File: config.mk
export PLATFORM = sky130hd
export DESIGN_NAME = hilo_div_unit
export DESIGN_NICKNAME = d
export VERILOG_FILES = /design/src/rtl/hilo_pkg.sv /design/src/rtl/div_step.sv /design/src/rtl/hilo_div_unit.sv
export SDC_FILE = /design/constraint.sdc
export NUM_CORES = 1
export LEC_CHECK = 0
export BUFFER_PORTS_ARGS = -buffer_cell sky130_fd_sc_hd__buf_2
export CAP_MARGIN = 10
export CORE_MARGIN = 2
export CORE_UTILIZATION = 55
export DETAILED_ROUTE_END_ITERATION = 10
export PLACE_DENSITY = 0.89
export SYNTH_ARGS = -nofsm -noshare
export SYNTH_HDL_FRONTEND = slang
export SYNTH_SLANG_ARGS = --single-unit
File: constraint.sdc
create_clock -name clk -period 3.6 [get_ports clk]
set_input_delay 0.18 -clock clk [delete_from_list [all_inputs] [get_ports clk]]
set_output_delay 0.18 -clock clk [all_outputs]
set_load 0.02 [all_outputs]
File: src/rtl/hilo_pkg.sv
// Shared types and constants for the HI/LO divide unit.
// Latency: n/a (declarations only).
// Backpressure: n/a.
package hilo_pkg;

  typedef enum logic [1:0] {
    IDLE = 2'd0,
    RUN  = 2'd1,
    FIX  = 2'd2
  } state_e;

  // One restoring step per quotient bit.
  localparam int DIV_ITERS = 32;
  localparam int CNT_W     = $clog2(DIV_ITERS);

  // Quotient reported for a zero divisor.
  localparam logic [31:0] DIV0_QUOT = 32'hFFFF_FFFF;

endpackage

File: src/rtl/div_step.sv
// Single restoring radix-2 divide iteration (combinational).
// Latency: 0 cycles; the caller registers the result once per cycle.
// Backpressure: none; pure function of its inputs.
//
// Ports:
//   rq_i      {remainder, quotient} pair before the step
//   divisor_i divisor (magnitude)
//   rq_o      {remainder, quotient} pair after the step
module div_step #(
  parameter int WIDTH = 32
) (
  input  logic [2*WIDTH-1:0] rq_i,
  input  logic [WIDTH-1:0]   divisor_i,
  output logic [2*WIDTH-1:0] rq_o
);

  logic [WIDTH:0] sh_rem;
  logic [WIDTH:0] diff;

  always_comb begin
    // Shift the pair left by one; the remainder needs one extra bit because
    // the bit leaving the top of the remainder still takes part in the compare.
    sh_rem = rq_i[2*WIDTH-1:WIDTH-1];
    diff   = sh_rem - {1'b0, divisor_i};
    // A set top bit in diff means the trial subtraction borrowed: restore.
    if (diff[WIDTH]) begin
      rq_o = {sh_rem[WIDTH-1:0], rq_i[WIDTH-2:0], 1'b0};
    end else begin
      rq_o = {diff[WIDTH-1:0], rq_i[WIDTH-2:0], 1'b1};
    end
  end

endmodule

File: src/rtl/hilo_div_unit.sv
// HI/LO register pair with an iterative DIV/DIVU engine for the MIPS execute stage.
// Latency: divide 33 cycles start-to-result; mul/MTHI/MTLO writes visible next cycle.
// Backpressure: busy stalls the pipeline; start while busy is ignored; any HI/LO write aborts a divide.
//
// Optional feature macro: HILO_SIGNED_DIV_EN (signed DIV honoured when defined,
// otherwise every divide is unsigned and is_signed is ignored).
//
// Ports:
//   clk, rst_n            clock, synchronous active-low reset
//   start, is_signed      divide request and DIV/DIVU select (sampled when idle)
//   dividend, divisor     rs / rt operands
//   mul_we, mul_hi/mul_lo multiply result capture (wins over MTHI/MTLO)
//   wr_hi, wr_lo, wr_data MTHI / MTLO
//   busy, done            divide in progress / one-cycle result pulse
//   hi, lo                registered HI / LO
module hilo_div_unit
  import hilo_pkg::*;
#(
  parameter int WIDTH = 32
) (
  input  logic             clk,
  input  logic             rst_n,
  input  logic             start,
  input  logic             is_signed,
  input  logic [WIDTH-1:0] dividend,
  input  logic [WIDTH-1:0] divisor,
  input  logic             mul_we,
  input  logic [WIDTH-1:0] mul_hi,
  input  logic [WIDTH-1:0] mul_lo,
  input  logic             wr_hi,
  input  logic             wr_lo,
  input  logic [WIDTH-1:0] wr_data,
  output logic             busy,
  output logic             done,
  output logic [WIDTH-1:0] hi,
  output logic [WIDTH-1:0] lo
);

  localparam logic [WIDTH-1:0] DIV0_Q   = WIDTH'({((WIDTH + 31) / 32){DIV0_QUOT}});
  localparam logic [CNT_W-1:0] CNT_LAST = CNT_W'(DIV_ITERS - 1);

  state_e             state_q, state_d;
  logic [CNT_W-1:0]   cnt_q, cnt_d;
  logic [2*WIDTH-1:0] rq_q, rq_d;
  logic [WIDTH-1:0]   dvsr_q, dvsr_d;
  logic [WIDTH-1:0]   dvnd_q, dvnd_d;
  logic               div0_q, div0_d;
  logic [WIDTH-1:0]   hi_q, hi_d;
  logic [WIDTH-1:0]   lo_q, lo_d;
  logic               done_q, done_d;

  logic [2*WIDTH-1:0] step_rq;
  logic               wr_any;
  logic [WIDTH-1:0]   a_mag, b_mag;
  logic [WIDTH-1:0]   quot, rem;

`ifdef HILO_SIGNED_DIV_EN
  logic neg_quot_q, neg_quot_d;
  logic neg_rem_q, neg_rem_d;
  logic a_neg, b_neg;
`else
  logic unused_is_signed;
  assign unused_is_signed = is_signed;
`endif

  div_step #(.WIDTH(WIDTH)) u_div_step (
    .rq_i      (rq_q),
    .divisor_i (dvsr_q),
    .rq_o      (step_rq)
  );

  assign wr_any = mul_we | wr_hi | wr_lo;

  always_comb begin
    state_d = state_q;
    cnt_d   = cnt_q;
    rq_d    = rq_q;
    dvsr_d  = dvsr_q;
    dvnd_d  = dvnd_q;
    div0_d  = div0_q;
    hi_d    = hi_q;
    lo_d    = lo_q;
    done_d  = 1'b0;
    a_mag   = dividend;
    b_mag   = divisor;
    quot    = rq_q[WIDTH-1:0];
    rem     = rq_q[2*WIDTH-1:WIDTH];
`ifdef HILO_SIGNED_DIV_EN
    neg_quot_d = neg_quot_q;
    neg_rem_d  = neg_rem_q;
    a_neg      = is_signed & dividend[WIDTH-1];
    b_neg      = is_signed & divisor[WIDTH-1];
    if (a_neg) a_mag = ~dividend + WIDTH'(1);
    if (b_neg) b_mag = ~divisor + WIDTH'(1);
    // 0x80000000 / -1 needs no special case: its magnitude divide yields
    // 0x80000000, and negating that in WIDTH bits leaves it unchanged.
    if (neg_quot_q) quot = ~rq_q[WIDTH-1:0] + WIDTH'(1);
    if (neg_rem_q)  rem  = ~rq_q[2*WIDTH-1:WIDTH] + WIDTH'(1);
`endif

    unique case (state_q)
      IDLE: begin
        if (start) begin
          state_d = RUN;
          cnt_d   = '0;
          rq_d    = {{WIDTH{1'b0}}, a_mag};
          dvsr_d  = b_mag;
          dvnd_d  = dividend;
          div0_d  = (divisor == '0);
`ifdef HILO_SIGNED_DIV_EN
          neg_quot_d = a_neg ^ b_neg;
          neg_rem_d  = a_neg;
`endif
        end
      end
      RUN: begin
        if (wr_any) begin
          state_d = IDLE;
          cnt_d   = '0;
        end else begin
          rq_d = step_rq;
          if (cnt_q == CNT_LAST) begin
            state_d = FIX;
            cnt_d   = '0;
          end else begin
            cnt_d = cnt_q + CNT_W'(1);
          end
        end
      end
      FIX: begin
        state_d = IDLE;
        // A write landing on the writeback cycle still wins and suppresses done.
        if (!wr_any) begin
          done_d = 1'b1;
          if (div0_q) begin
            lo_d = DIV0_Q;
            hi_d = dvnd_q;
          end else begin
            lo_d = quot;
            hi_d = rem;
          end
        end
      end
      default: state_d = IDLE;
    endcase

    // Explicit HI/LO writes take effect in every state; the FSM above
    // already aborts a divide that is in flight.
    if (mul_we) begin
      hi_d = mul_hi;
      lo_d = mul_lo;
    end else begin
      if (wr_hi) hi_d = wr_data;
      if (wr_lo) lo_d = wr_data;
    end
  end

  always_ff @(posedge clk) begin
    if (!rst_n) begin
      state_q <= IDLE;
      cnt_q   <= '0;
      rq_q    <= '0;
      dvsr_q  <= '0;
      dvnd_q  <= '0;
      div0_q  <= 1'b0;
      hi_q    <= '0;
      lo_q    <= '0;
      done_q  <= 1'b0;
`ifdef HILO_SIGNED_DIV_EN
      neg_quot_q <= 1'b0;
      neg_rem_q  <= 1'b0;
`endif
    end else begin
      state_q <= state_d;
      cnt_q   <= cnt_d;
      rq_q    <= rq_d;
      dvsr_q  <= dvsr_d;
      dvnd_q  <= dvnd_d;
      div0_q  <= div0_d;
      hi_q    <= hi_d;
      lo_q    <= lo_d;
      done_q  <= done_d;
`ifdef HILO_SIGNED_DIV_EN
      neg_quot_q <= neg_quot_d;
      neg_rem_q  <= neg_rem_d;
`endif
    end
  end

  assign busy = (state_q != IDLE);
  assign done = done_q;
  assign hi   = hi_q;
  assign lo   = lo_q;

endmodule

==> flow_summary.json <==
{
  "yosysTopAreaCellShare": 0.3683,
  "globalplace.congestion": 0.9122,
  "worstSetupPathType": "register to register",
  "peakVddDrop_mv": 0.3373,
  "htreeDepth": 1,
  "synthTopCellsByArea": "dfxtp_1, mux2i_1, nand2_1",
  "wl_per_cell_um": 17.21,
  "synth_compound_area_frac": 0.2152,
  "core_sq_mm": 0.01946,
  "rr_startpoint": "rq_q[31]$_SDFFE_PN0P_",
  "ys.flop_type": "dfxtp_1",
  "drtIter0Drc": 980,
  "antenna_found_initial": 4,
  "grt_overflow": 0,
  "maxCapViolCount": 0,
  "muxShareOfSynthArea": 0.1091,
  "yosys.area_share.simple": 0.1941,
  "fillers": 1441,
  "r2r.worst_path.cells": 13,
  "crit_slowest_cell": "fa_1",
  "synth_most_common_cell": "nand2_1",
  "final_nets": 1900,
  "yosys_register_bits": 201,
  "ios": 233,
  "path_cells": "inv_1, ha_1, inv_1, fa_1, a211oi_1, o21a_4, a2111oi_4, o21ai_2, nand3_4, a2111oi_4, buf_12, mux2_2, o21ai_1",
  "antenna_left": 0,
  "cp-end-kind": "register",
  "first_global_vias": 10760,
  "cts_tree": "done",
  "num_vias": 11480,
  "worstPathRequired_ns": 4.04,
  "critical_path_arrival_ns": 3.67,
  "slew_violations": 0,
  "grt_max_degree": 111,
  "worstHoldPathCells": 3,
  "start_util": 0.5614,
  "place_ws_ns": 0.4457,
  "die_area_sq_mm": 0.02101,
  "cts_buffers": 22,
  "drt-vias-per-instance": 5.799,
  "fp.dieH_um": 145.0,
  "synth_top_area_cell": "dfxtp_1",
  "drive_above_1_share": 0.1765,
  "clockBufferDepth": 3,
  "ff_latch_area_sq_mm": 0.004025,
  "cp_num_buf_inv": 3,
  "syn_to_final_growth_pct": 27.10,
  "yosys_warnings": 0,
  "final_util": 0.7136,
  "synthXorXnorAreaFrac": 0.02244,
  "timing.fmax_mhz": 309.0,
  "synth_seq_area_share": 0.3683,
  "status": "finished, final reports clean",
  "io_buffers": 231,
  "track_usage": 0.3108,
  "holdWs_ns": 0.02561,
  "cts_num_sinks": 201,
  "rrSetupSlack_ns": 0.36,
  "synthTopCellsByCount": "nand2_1, nor2_1, dfxtp_1, a21oi_1, mux2i_1",
  "cp_max_fo": 37,
  "slowest_delay_ns": 0.42,
  "drc": 0,
  "wl_mm": 34.06,
  "clkLatencyLatePin_ns": 0.52,
  "async_flop_share": 0,
  "rsz0062_at_grt": "false",
  "rows": 51,
  "tns_ns": 0,
  "root_buffer": "clkbuf_16",
  "dp.final_hpwl_mm": 22.36,
  "max_slew.worst_pin.slew_ns": 1.222,
  "hold_path.class": "input pin to register",
  "multi_input_area_sq_mm": 0.006380,
  "hold_start": "dividend[0]",
  "path_clk_slew_ns": 0.06,
  "cp-start-kind": "register",
  "layout.cells.non_filler": 1979,
  "skew_ns": 0.02308,
  "synthAdderAreaFrac": 0.04076,
  "syn-num-nets": 1632,
  "r2r_end": "rq_q[32]$_SDFFE_PN0P_",
  "fin_crit_ns": 3.236,
  "critPathTopFamily": "compound AO/OA/AOI/OAI gates",
  "syn_area_sq_mm": 0.01093,
  "cts_setup_buffers": 0,
  "p_leak_uw": 0.006177,
  "setup_viol": 0,
  "first_pass_iters": 5,
  "synth_edf_count": 0,
  "powerDensity_mw_per_mm2": 412.1,
  "holdPathEnd": "dvnd_q[0]$_SDFFE_PN0P_",
  "place_inst": 1842,
  "finalHoldViolations": 0,
  "timing.slew.headroom": 0.1852,
  "die_w_um": 145.0,
  "synth_cell_types": 56,
  "layout_setup_ws_ns": 0.3640,
  "grt_pass1_wl_mm": 54.52,
  "fin_crit_sh": 0.8989,
  "synthCells": 1430,
  "synth_area_per_cell_sq_um": 7.641,
  "synth_top_family_by_area": "compound AO/OA/AOI/OAI gates"
}
flip-flops by register name, summed over array words and instances (netlist names):
signal / flops
cnt_q: 5
div0_q: 1
done: 1
dvnd_q: 32
dvsr_q: 32
hi: 32
lo: 32
rq_q: 64
state_q: 2
stage by stage:
step | cell area (sq um) | total power [uW]
floorplan | 10930 | 3106
global placement | 12190 | 3383
detailed placement | 12190 | 3414
CTS | 13870 | 5706
global route | 13890 | 5953
finish | 13890 | 5723
timing repair:
item                       CTS  global route
setup endpoints to repair    0             0
gates resized for setup      0             0
hold endpoints to repair    96             0
hold buffers                96             0
worst register-to-register path, cell delays in order (launching register included):
cell and delay, ns:
dfxtp_1 0.32, inv_1 0.07, ha_1 0.16, inv_1 0.06, fa_1 0.42, a211oi_1 0.29, o21a_4 0.21, a2111oi_4 0.09
o21ai_2 0.22, nand3_4 0.15, a2111oi_4 0.37, buf_12 0.27, mux2_2 0.40, o21ai_1 0.13
kinds of logic after synthesis:
logic type,count (synthesis)
XOR/XNOR,28
AO/OA/AOI/OAI,392
flip-flops,201
AND/OR/NAND/NOR,517
adder cells (fa/ha/maj),35
multiplexers,119
buffers and inverters,138
where the power goes:
| part | internal, uW | switching (uW) | leakage, uW | total, uW |
|---|---|---|---|---|
| clock | 1320 | 915 | 0.000347 | 2230 |
| sequential | 2360 | 78.6 | 0.00165 | 2430 |
| combinational | 442 | 614 | 0.00418 | 1060 |
routing by layer:
| metal | vias up | wire length (um) | track usage | part of all wire |
|---|---|---|---|---|
| met5 | - | 13 | 0 | 0.00038 |
| met1 | 5241 | 14230 | 0.4064 | 0.42 |
| li1 | 5505 | - | - | - |
| met2 | 613 | 15540 | 0.5217 | 0.46 |
| met4 | 2 | 1372 | 0.1208 | 0.040 |
| met3 | 115 | 2893 | 0.04214 | 0.085 |
layout by cell type, fill, tap and decap left out, drive strengths merged, types with 2 or more instances in the layout:
| master | count |
|---|---|
| buf | 248 |
| nand2 | 238 |
| nor2 | 215 |
| dfxtp | 201 |
| a21oi | 159 |
| mux2i | 118 |
| o21ai | 111 |
| dlygate4sd3 | 96 |
| inv | 38 |
| a211oi | 36 |
| o211ai | 35 |
| ha | 34 |
| clkbuf | 31 |
| xnor2 | 17 |
| a21o | 15 |
| xor2 | 11 |
| nor4 | 11 |
| nand3 | 9 |
| nand2b | 7 |
| a32oi | 6 |
| nand4 | 6 |
| nor2b | 5 |
| nand3b | 5 |
| and2 | 5 |
| and3 | 4 |
| a31oi | 4 |
| o21a | 4 |
| diode | 3 |
| or3 | 3 |
| o31ai | 3 |
| o221ai | 3 |
| o21bai | 3 |
| clkinv | 3 |
| or3b | 2 |
| o31a | 2 |
| nor3 | 2 |
| nor4b | 2 |
| a22oi | 2 |
| a2111oi | 2 |
| clkinvlp | 2 |
worst max path at each step:
stage	cells past startpoint	endpoint	start	slack, ns
after detailed placement	13	rq_q[32]$_SDFFE_PN0P_	rq_q[31]$_SDFFE_PN0P_	0.45
after global placement	13	rq_q[32]$_SDFFE_PN0P_	rq_q[31]$_SDFFE_PN0P_	0.45
final	13	rq_q[32]$_SDFFE_PN0P_	rq_q[31]$_SDFFE_PN0P_	0.36
after CTS	13	rq_q[32]$_SDFFE_PN0P_	rq_q[31]$_SDFFE_PN0P_	0.40
after global routing	13	rq_q[32]$_SDFFE_PN0P_	rq_q[31]$_SDFFE_PN0P_	0.24
after floorplan	13	rq_q[37]$_SDFFE_PN0P_	rq_q[31]$_SDFFE_PN0P_	0.57
final cells by class:
class	instances	area share
Timing Repair Buffer	344	0.1641
Sequential cell	201	0.2898
Multi-Input combinational cell	1091	0.4594
Tap cell	265	0.02387
Clock buffer	31	0.04640
Clock inverter	6	0.005405
Inverter	38	0.01045
Antenna cell	3	0.0005405
No activity file was read; power rests on OpenSTA's default activity.
